--- src/rtl/mips_pkg.sv ---
// Shared MIPS front-end definitions.
// Holds the opcode constants that decode keys on, the PC increment, the fetch
// FSM state type, and the {pc, word} entry type used by the instruction buffer.
package mips_pkg;

    localparam logic [5:0] OP_RTYPE = 6'b000000;
    localparam logic [5:0] OP_LW    = 6'b100011;
    localparam logic [5:0] OP_SW    = 6'b101011;
    localparam logic [5:0] OP_BEQ   = 6'b000100;
    localparam logic [5:0] OP_ADDI  = 6'b001000;

    localparam logic [31:0] PC_STEP = 32'd4;

    typedef enum logic [1:0] {
        IDLE  = 2'd0,
        RUN   = 2'd1,
        DRAIN = 2'd2
    } fetch_state_e;

    typedef struct packed {
        logic [31:0] pc;
        logic [31:0] word;
    } fetch_entry_t;

    // Clears the byte offset so every fetch address is word aligned.
    function automatic logic [31:0] align_word(input logic [31:0] addr);
        return {addr[31:2], 2'b00};
    endfunction

endpackage

--- src/rtl/instr_fetch_unit_if.sv ---
// Bus bundle between the fetch unit, instruction memory and decode.
//   imem_req_*     : request channel to instruction memory (valid/ready, address)
//   imem_resp_*    : in-order response channel from instruction memory
//   redirect_*     : single-cycle branch / PC override from downstream
//   instr_*        : instruction handshake toward decode with opcode/funct split
// Modport master is the fetch unit; modport slave is the memory/decode side.
interface instr_fetch_unit_if;

    logic        imem_req_valid;
    logic        imem_req_ready;
    logic [31:0] imem_req_addr;
    logic        imem_resp_valid;
    logic [31:0] imem_resp_data;
    logic        redirect_valid;
    logic [31:0] redirect_pc;
    logic        instr_valid;
    logic        instr_ready;
    logic [31:0] instr;
    logic [31:0] instr_pc;
    logic [5:0]  instr_op;
    logic [5:0]  instr_field;

    modport master (
        output imem_req_valid, imem_req_addr,
        input  imem_req_ready,
        input  imem_resp_valid, imem_resp_data,
        input  redirect_valid, redirect_pc,
        output instr_valid, instr, instr_pc, instr_op, instr_field,
        input  instr_ready
    );

    modport slave (
        input  imem_req_valid, imem_req_addr,
        output imem_req_ready,
        output imem_resp_valid, imem_resp_data,
        output redirect_valid, redirect_pc,
        input  instr_valid, instr, instr_pc, instr_op, instr_field,
        output instr_ready
    );

endinterface

--- src/rtl/instr_fetch_unit_fifo.sv ---
// fetch_fifo: small circular buffer of {pc, word} entries for the fetch stage.
//   clk, rst_n    : clock, asynchronous active-low reset
//   push_i/data   : write one entry (accepted when not full, or when popping)
//   pop_i         : drop the head entry (ignored when empty)
//   flush_i       : empty the buffer; overrides same-cycle push and pop
//   head_o        : oldest entry, valid when !empty_o
//   count_o       : number of stored entries (0..DEPTH)
//   empty_o/full_o: occupancy flags
module fetch_fifo
    import mips_pkg::*;
#(
    parameter int unsigned DEPTH = 2
) (
    input  logic                     clk,
    input  logic                     rst_n,
    input  logic                     push_i,
    input  fetch_entry_t             push_data_i,
    input  logic                     pop_i,
    input  logic                     flush_i,
    output fetch_entry_t             head_o,
    output logic [$clog2(DEPTH):0]   count_o,
    output logic                     empty_o,
    output logic                     full_o
);

    localparam int unsigned   AW      = $clog2(DEPTH);
    localparam logic [AW-1:0] PTR_ONE = AW'(1);
    localparam logic [AW:0]   CNT_ONE = (AW+1)'(1);
    localparam logic [AW:0]   CNT_MAX = (AW+1)'(DEPTH);

    fetch_entry_t  mem_q [DEPTH];
    logic [AW-1:0] wr_ptr_q, wr_ptr_d;
    logic [AW-1:0] rd_ptr_q, rd_ptr_d;
    logic [AW:0]   count_q, count_d;
    logic          do_push, do_pop;

    assign empty_o = (count_q == '0);
    assign full_o  = (count_q == CNT_MAX);
    assign count_o = count_q;
    assign head_o  = mem_q[rd_ptr_q];

    // A full buffer still takes a push when the head leaves in the same cycle.
    assign do_push = push_i && (!full_o || pop_i) && !flush_i;
    assign do_pop  = pop_i && !empty_o && !flush_i;

    always_comb begin
        wr_ptr_d = wr_ptr_q;
        rd_ptr_d = rd_ptr_q;
        count_d  = count_q;
        if (flush_i) begin
            wr_ptr_d = '0;
            rd_ptr_d = '0;
            count_d  = '0;
        end else begin
            if (do_push) wr_ptr_d = wr_ptr_q + PTR_ONE;
            if (do_pop)  rd_ptr_d = rd_ptr_q + PTR_ONE;
            case ({do_push, do_pop})
                2'b10:   count_d = count_q + CNT_ONE;
                2'b01:   count_d = count_q - CNT_ONE;
                default: count_d = count_q;
            endcase
        end
    end

    always_ff @(posedge clk or negedge rst_n) begin
        if (!rst_n) begin
            wr_ptr_q <= '0;
            rd_ptr_q <= '0;
            count_q  <= '0;
        end else begin
            wr_ptr_q <= wr_ptr_d;
            rd_ptr_q <= rd_ptr_d;
            count_q  <= count_d;
        end
    end

    // Storage needs no reset: entries are only visible while counted as valid.
    always_ff @(posedge clk) begin
        if (do_push) mem_q[wr_ptr_q] <= push_data_i;
    end

endmodule

--- src/rtl/instr_fetch_unit.sv ---
// instr_fetch_unit: fetch stage feeding controlUnit / aluControlUnit.
// Owns the PC, issues in-order word requests to instruction memory under a
// credit limit, buffers returned words in fetch_fifo and hands one instruction
// per handshake to decode. Redirects flush buffered words and discard the
// responses still in flight.
//   clk, rst_n : clock, asynchronous active-low reset
//   bus        : instr_fetch_unit_if.master (imem request/response, redirect,
//                decode handshake with instr/instr_pc/instr_op/instr_field)
module instr_fetch_unit
    import mips_pkg::*;
#(
    parameter logic [31:0] RESET_PC   = 32'h0000_0000,
    parameter int unsigned FIFO_DEPTH = 2
) (
    input  logic                clk,
    input  logic                rst_n,
    instr_fetch_unit_if.master  bus
);

    localparam int unsigned   CW         = $clog2(FIFO_DEPTH) + 1;
    localparam logic [CW-1:0] CNT_ONE    = CW'(1);
    localparam logic [CW:0]   CREDIT_MAX = (CW+1)'(FIFO_DEPTH);

    fetch_state_e  state_q, state_d;
    logic [31:0]   pc_q, pc_d;
    logic [31:0]   resp_pc_q, resp_pc_d;
    logic [CW-1:0] inflight_q, inflight_d;
    logic [CW-1:0] drop_cnt_q, drop_cnt_d;

    logic          redirect;
    logic          credit_ok;
    logic          req_valid;
    logic          accept;
    logic          resp_take;
    logic          resp_drop;
    logic          push;
    logic          pop;

    fetch_entry_t  push_entry;
    fetch_entry_t  head;
    logic [CW-1:0] fifo_count;
    logic          fifo_empty;
    logic          fifo_full;
    logic [31:0]   out_word;
    logic [31:0]   out_pc;

    // ------------------------------------------------------------------
    // Handshake qualification
    // ------------------------------------------------------------------
    always_comb begin
        redirect  = bus.redirect_valid;
        // Buffered words plus outstanding requests never exceed the buffer,
        // so every response that is kept has a free slot waiting for it.
        credit_ok = ({1'b0, inflight_q} + {1'b0, fifo_count}) < CREDIT_MAX;
        req_valid = (state_q != IDLE) && credit_ok && !redirect;
        accept    = req_valid && bus.imem_req_ready;
        resp_take = bus.imem_resp_valid && (inflight_q != '0);
        resp_drop = resp_take && (drop_cnt_q != '0);
        push      = resp_take && !resp_drop && !redirect && (!fifo_full || pop);
        pop       = !fifo_empty && bus.instr_ready && !redirect;
    end

    // ------------------------------------------------------------------
    // Datapath next state: PC, response tag, in-flight and drop counters
    // ------------------------------------------------------------------
    always_comb begin
        inflight_d = inflight_q;
        if (accept)    inflight_d = inflight_d + CNT_ONE;
        if (resp_take) inflight_d = inflight_d - CNT_ONE;

        pc_d       = pc_q;
        resp_pc_d  = resp_pc_q;
        drop_cnt_d = drop_cnt_q;

        if (redirect) begin
            pc_d       = align_word(bus.redirect_pc);
            // Kept responses restart at the new target once the stale ones
            // (everything still outstanding after this cycle) are dropped.
            resp_pc_d  = align_word(bus.redirect_pc);
            drop_cnt_d = inflight_d;
        end else begin
            if (accept)    pc_d       = pc_q + PC_STEP;
            if (push)      resp_pc_d  = resp_pc_q + PC_STEP;
            if (resp_drop) drop_cnt_d = drop_cnt_q - CNT_ONE;
        end
    end

    // ------------------------------------------------------------------
    // Fetch FSM
    // ------------------------------------------------------------------
    always_comb begin
        state_d = state_q;
        case (state_q)
            IDLE: state_d = RUN;
            RUN: begin
                if (redirect && (inflight_d != '0)) state_d = DRAIN;
            end
            DRAIN: begin
                if (redirect) begin
                    state_d = (inflight_d != '0) ? DRAIN : RUN;
                end else if (drop_cnt_d == '0) begin
                    state_d = RUN;
                end
            end
            default: state_d = IDLE;
        endcase
    end

    always_ff @(posedge clk or negedge rst_n) begin
        if (!rst_n) begin
            state_q <= IDLE;
        end else begin
            state_q <= state_d;
        end
    end

    always_ff @(posedge clk or negedge rst_n) begin
        if (!rst_n) begin
            pc_q       <= RESET_PC;
            resp_pc_q  <= RESET_PC;
            inflight_q <= '0;
            drop_cnt_q <= '0;
        end else begin
            pc_q       <= pc_d;
            resp_pc_q  <= resp_pc_d;
            inflight_q <= inflight_d;
            drop_cnt_q <= drop_cnt_d;
        end
    end

    // ------------------------------------------------------------------
    // Instruction buffer
    // ------------------------------------------------------------------
    assign push_entry = '{pc: resp_pc_q, word: bus.imem_resp_data};

    fetch_fifo #(
        .DEPTH (FIFO_DEPTH)
    ) u_fifo (
        .clk         (clk),
        .rst_n       (rst_n),
        .push_i      (push),
        .push_data_i (push_entry),
        .pop_i       (pop),
        .flush_i     (redirect),
        .head_o      (head),
        .count_o     (fifo_count),
        .empty_o     (fifo_empty),
        .full_o      (fifo_full)
    );

    // ------------------------------------------------------------------
    // Outputs
    // ------------------------------------------------------------------
    // Decode fields read as zero while nothing is buffered.
    assign out_word = fifo_empty ? '0 : head.word;
    assign out_pc   = fifo_empty ? '0 : head.pc;

    assign bus.imem_req_valid = req_valid;
    assign bus.imem_req_addr  = pc_q;
    assign bus.instr_valid    = !fifo_empty;
    assign bus.instr          = out_word;
    assign bus.instr_pc       = out_pc;
    assign bus.instr_op       = out_word[31:26];
    assign bus.instr_field    = out_word[5:0];

endmodule

--- src/flat_wrapper.sv ---
// flat-port wrapper written by rule: the top's interface ports become plain ports
module instr_fetch_unit_flat import mips_pkg::*;
#(
    parameter logic [31:0] RESET_PC   = 32'h0000_0000,
    parameter int unsigned FIFO_DEPTH = 2
)
  (clk, rst_n, bus_imem_req_valid, bus_imem_req_addr, bus_imem_req_ready, bus_imem_resp_valid, bus_imem_resp_data, bus_redirect_valid, bus_redirect_pc, bus_instr_valid, bus_instr, bus_instr_pc, bus_instr_op, bus_instr_field, bus_instr_ready);
  instr_fetch_unit_if bus_i ();
  input  logic clk;
  input  logic rst_n;
  output wire logic [$bits(bus_i.imem_req_valid)-1:0] bus_imem_req_valid;
  output wire logic [$bits(bus_i.imem_req_addr)-1:0] bus_imem_req_addr;
  input wire logic [$bits(bus_i.imem_req_ready)-1:0] bus_imem_req_ready;
  input wire logic [$bits(bus_i.imem_resp_valid)-1:0] bus_imem_resp_valid;
  input wire logic [$bits(bus_i.imem_resp_data)-1:0] bus_imem_resp_data;
  input wire logic [$bits(bus_i.redirect_valid)-1:0] bus_redirect_valid;
  input wire logic [$bits(bus_i.redirect_pc)-1:0] bus_redirect_pc;
  output wire logic [$bits(bus_i.instr_valid)-1:0] bus_instr_valid;
  output wire logic [$bits(bus_i.instr)-1:0] bus_instr;
  output wire logic [$bits(bus_i.instr_pc)-1:0] bus_instr_pc;
  output wire logic [$bits(bus_i.instr_op)-1:0] bus_instr_op;
  output wire logic [$bits(bus_i.instr_field)-1:0] bus_instr_field;
  input wire logic [$bits(bus_i.instr_ready)-1:0] bus_instr_ready;
  assign bus_imem_req_valid = bus_i.imem_req_valid;
  assign bus_imem_req_addr = bus_i.imem_req_addr;
  assign bus_i.imem_req_ready = bus_imem_req_ready;
  assign bus_i.imem_resp_valid = bus_imem_resp_valid;
  assign bus_i.imem_resp_data = bus_imem_resp_data;
  assign bus_i.redirect_valid = bus_redirect_valid;
  assign bus_i.redirect_pc = bus_redirect_pc;
  assign bus_instr_valid = bus_i.instr_valid;
  assign bus_instr = bus_i.instr;
  assign bus_instr_pc = bus_i.instr_pc;
  assign bus_instr_op = bus_i.instr_op;
  assign bus_instr_field = bus_i.instr_field;
  assign bus_i.instr_ready = bus_instr_ready;
  instr_fetch_unit #(.RESET_PC(RESET_PC), .FIFO_DEPTH(FIFO_DEPTH)) u_core (.clk(clk), .rst_n(rst_n), .bus(bus_i));
endmodule
--- config.mk ---
export PLATFORM = sky130hd
export DESIGN_NAME = instr_fetch_unit_flat
export DESIGN_NICKNAME = d
export VERILOG_FILES = /design/src/rtl/mips_pkg.sv /design/src/rtl/instr_fetch_unit_if.sv /design/src/rtl/instr_fetch_unit_fifo.sv /design/src/rtl/instr_fetch_unit.sv /design/src/flat_wrapper.sv
export SDC_FILE = /design/constraint.sdc
export NUM_CORES = 1
export LEC_CHECK = 0
export ABC_AREA = 1
export BUFFER_PORTS_ARGS = -buffer_cell sky130_fd_sc_hd__buf_4
export CORE_UTILIZATION = 30
export DETAILED_ROUTE_END_ITERATION = 10
export PLACE_DENSITY = 0.56
export SETUP_SLACK_MARGIN = 0.2
export SYNTH_ARGS = -nofsm -noshare
export SYNTH_HDL_FRONTEND = slang
export SYNTH_SLANG_ARGS = --single-unit
--- constraint.sdc ---
create_clock -name clk -period 8 [get_ports clk]
set_clock_uncertainty 0.05 [all_clocks]
set_input_delay 0.4 -clock clk [delete_from_list [all_inputs] [get_ports clk]]
set_output_delay 0.4 -clock clk [all_outputs]
set_load 0.005 [all_outputs]
==> impl_metrics.toml <==
[run_status]
outcome = "complete, no violations"

[clock_network]
ctsHoldBuffers = 0
cts.sinks = 194
post-cts-setup-buffers = 0
post_cts_resized = 0
cts_buffers = 17
cts.root.buffer_cell = "clkbuf_16"
h-tree-depth = 4
clkLatencyLatePin_ns = 0.44
clk_path_buf_depth = 2
clk_pin_slew_ns = 0.09
cts_tree = "done"

[synth]
syn_inst = 981
syn_avg_cell_area_um2 = 9.55
synthDistinctLibCells = 43
async_flop_share_pct = 36.1
synth_commonest_cells = "nand2_1, edfxtp_1, dfrtp_1, a21oi_1, inv_1"
ys_seq_area_share_pct = 58.5
synth_top_area_share_pct = 39.8
synth-edff-count = 124
syn_area_mm2 = 0.00937
ys_warn_count = 0
synthTopCellsByArea = "edfxtp_1, dfrtp_1, nand2_1"
synth_seq_cells = 194
synth_most_common_cell = "nand2_1"
yosysTopAreaCell = "edfxtp_1"
ys.flop_type = "edfxtp_1"

[drt]
wl_per_cell_um = 15.8
vias_per_cell = 4.68
vias = 7192
firstDrtPassIters = 4
drc = 0
ant_nets = 0
wl_mm = 24.4
drt-initial-drc-count = 420

[place]
place_hpwl_mm = 16.7
place_ws_ns = 4.86
place_area_mm2 = 0.0109
place.gp.congestion = 0.896
io_buffers = 173

[power]
p_per_area_mw_per_mm2 = 292
p_int_w = 0.00214
swShare_pct = 36.6
peakVddDrop_mv = 0.165
seq_power_share_pct = 40.7
power.total_w = 0.00337
p_leak_nw = 4.76
p_switching_w = 0.00123
power_frac_comb_pct = 33.7
clockPowerShare_pct = 25.6

[sta]
setup_viol = 0
fmax_mhz = 319
setup_tns_ns = 0
hold_violations = 0
slew_headroom_pct = 36.5
rsz0062_at_grt = "false"
worst_slew_pin_slew_ns = 0.952
fin_crit_sh_pct = 39.1
drv_slew = 0
period_needed_ns = 3.13
final.setup.worst_slack_ns = 4.87
whs_ns = 0.0316

[global_route]
antenna_found_initial = 0
gr-total-overflow = 0
grt_max_degree = 71
grt_pass1_wl_mm = 37.8
grt_pass1_vias = 6791
grtUsageTotal_pct = 15.5

[floorplanning]
die_area_mm2 = 0.0319
die_h_um = 179
boundaryPins = 180
placementRows = 64
initial_core_util_pct = 30.5
die_width_um = 179
core_mm2 = 0.0307

[final_layout]
final_layout_size_suffix_gt1_share_pct = 21.6
area.growth.synth_to_final_pct = 23.3
final_cell_area_mm2 = 0.0115
antenna_cells = 0
nets = 1203

[job]
maxCapViolCount = 0

[worst_setup_path]
max_stage_delay_ns = 0.67
critPathRequiredTime_ns = 8.01
start_kind = "flip-flop"
path_buf_inv = 3
end_kind = "flip-flop"
crit_top_cell = "nor2_4"
path_max_fanout = 53
critPathKind = "flip-flop to flip-flop"
path_delay_family = "simple AND/OR/NAND/NOR gates"
crit_path_top_delay_cell = "buf_4"
cp_cell_sequence = "inv_1, ha_1, nor2_4, nand3_2, nor2_4, inv_2, nor2_4, buf_4"
critPathArrivalTime_ns = 3.14

[hold_path]
hold_class = "input pin to asynchronous set/reset pin"
[layout by cell type, fill, tap and decap left out, types with 3 or more instances in the layout]
cell type,n
nand4_1,23
nor2_4,8
a21boi_0,4
inv_1,60
nand3b_1,3
inv_8,6
nand2_1,320
nor2_1,50
nor3_1,18
o21ai_0,11
conb_1,4
nand3_2,7
o21ai_1,3
inv_2,6
o21bai_1,4
nor2_2,3
buf_4,179
dfrtp_1,69
edfxtp_1,124
clkinv_8,4
o221ai_1,5
clkinvlp_4,3
a21oi_1,69
nor4_1,4
nand2_2,3
xor2_1,35
nand3_1,49
o211ai_1,21
xnor2_1,8
ha_1,4
clkbuf_16,17
[power by group through the flow]
stage / combinational, W / sequential (W) / clock, W
floorplan: 0.000655 / 0.00134 / 0
global placement: 0.00114 / 0.00139 / 0
detailed placement: 0.00115 / 0.00139 / 0
CTS: 0.00116 / 0.00137 / 0.000881
global route: 0.00129 / 0.00139 / 0.000920
finish: 0.00113 / 0.00137 / 0.000863
[worst paths after layout]
| check | start | depth (start not counted) | to | slack (ns) |
|---|---|---|---|---|
| hold / removal | rst_n | 1 | u_core.bus.imem_req_addr[30] | 0.03 |
| setup / recovery | u_core.inflight_q[0] | 8 | u_core.u_fifo.mem_q[0][62] | 4.87 |
| setup reg to reg | u_core.inflight_q[0] | 8 | u_core.u_fifo.mem_q[0][62] | 4.87 |
| min in group clk | bus_imem_resp_data[31] | 1 | u_core.u_fifo.mem_q[0][31] | 0.09 |
| max in group asynchronous | rst_n | 1 | u_core.u_fifo.rd_ptr_q | 7.15 |
| hold reg to reg | u_core.resp_pc_q[31] | 0 | u_core.u_fifo.mem_q[1][63] | 0.46 |
[flip-flops by register name, summed over array words and instances, names as in the netlist]
signal and count:
u_core.resp_pc_q 30, u_core.u_fifo.count_o 2, u_core.inflight_q 2, u_core.u_fifo.wr_ptr_q 1
u_core.u_fifo.rd_ptr_q 1, u_core.u_fifo.mem_q 124, u_core.bus.imem_req_addr 30, u_core.drop_cnt_q 2
u_core.state_q 2
[metal layers]
metal  up-vias  GRT usage (%)  share of wire [%]
li1       3578              -                  -
met1      3369           23.0                 50
met2       232           23.4                 43
met3        13           3.20                6.2
met4         0           2.97               0.60
met5         -              0                  0
[per-stage QoR]
step / utilization (%) / cells
final: 37.7 / 1537
after global routing: 37.7 / 1537
after detailed placement: 35.7 / 1505
after global placement: 35.7 / 1505
after CTS: 37.7 / 1537
after floorplan: - / 984
[layout make-up]
| class | count | area (µm²) |
|---|---|---|
| sequential | 194 | 5480 |
| tap | 396 | 495 |
| clock buffer | 17 | 425 |
| inverter | 67 | 251 |
| timing repair buffer | 179 | 1340 |
| clock inverter | 15 | 180 |
| fill | 3083 | 19100 |
| multi-input combinational | 669 | 3370 |
[cells by family after synthesis]
group,count (synthesis),synth area share (%)
AOI/OAI and AO/OA,123,7.72
xor gates and xnor gates,43,4.02
adders and majority gates,5,0.748
buffers and inverters,121,5.85
DFF,194,58.5
other,1,0.0400
and+or+nand+nor,494,23.2
[worst register-to-register path: stages, from the launching register on]
cell and delay [ns]:
dfrtp_1 0.40, inv_1 0.07, ha_1 0.22, nor2_4 0.15, nand3_2 0.11, nor2_4 0.41, inv_2 0.26, nor2_4 0.36
buf_4 0.67
No activity file was read; power rests on OpenSTA's default activity.
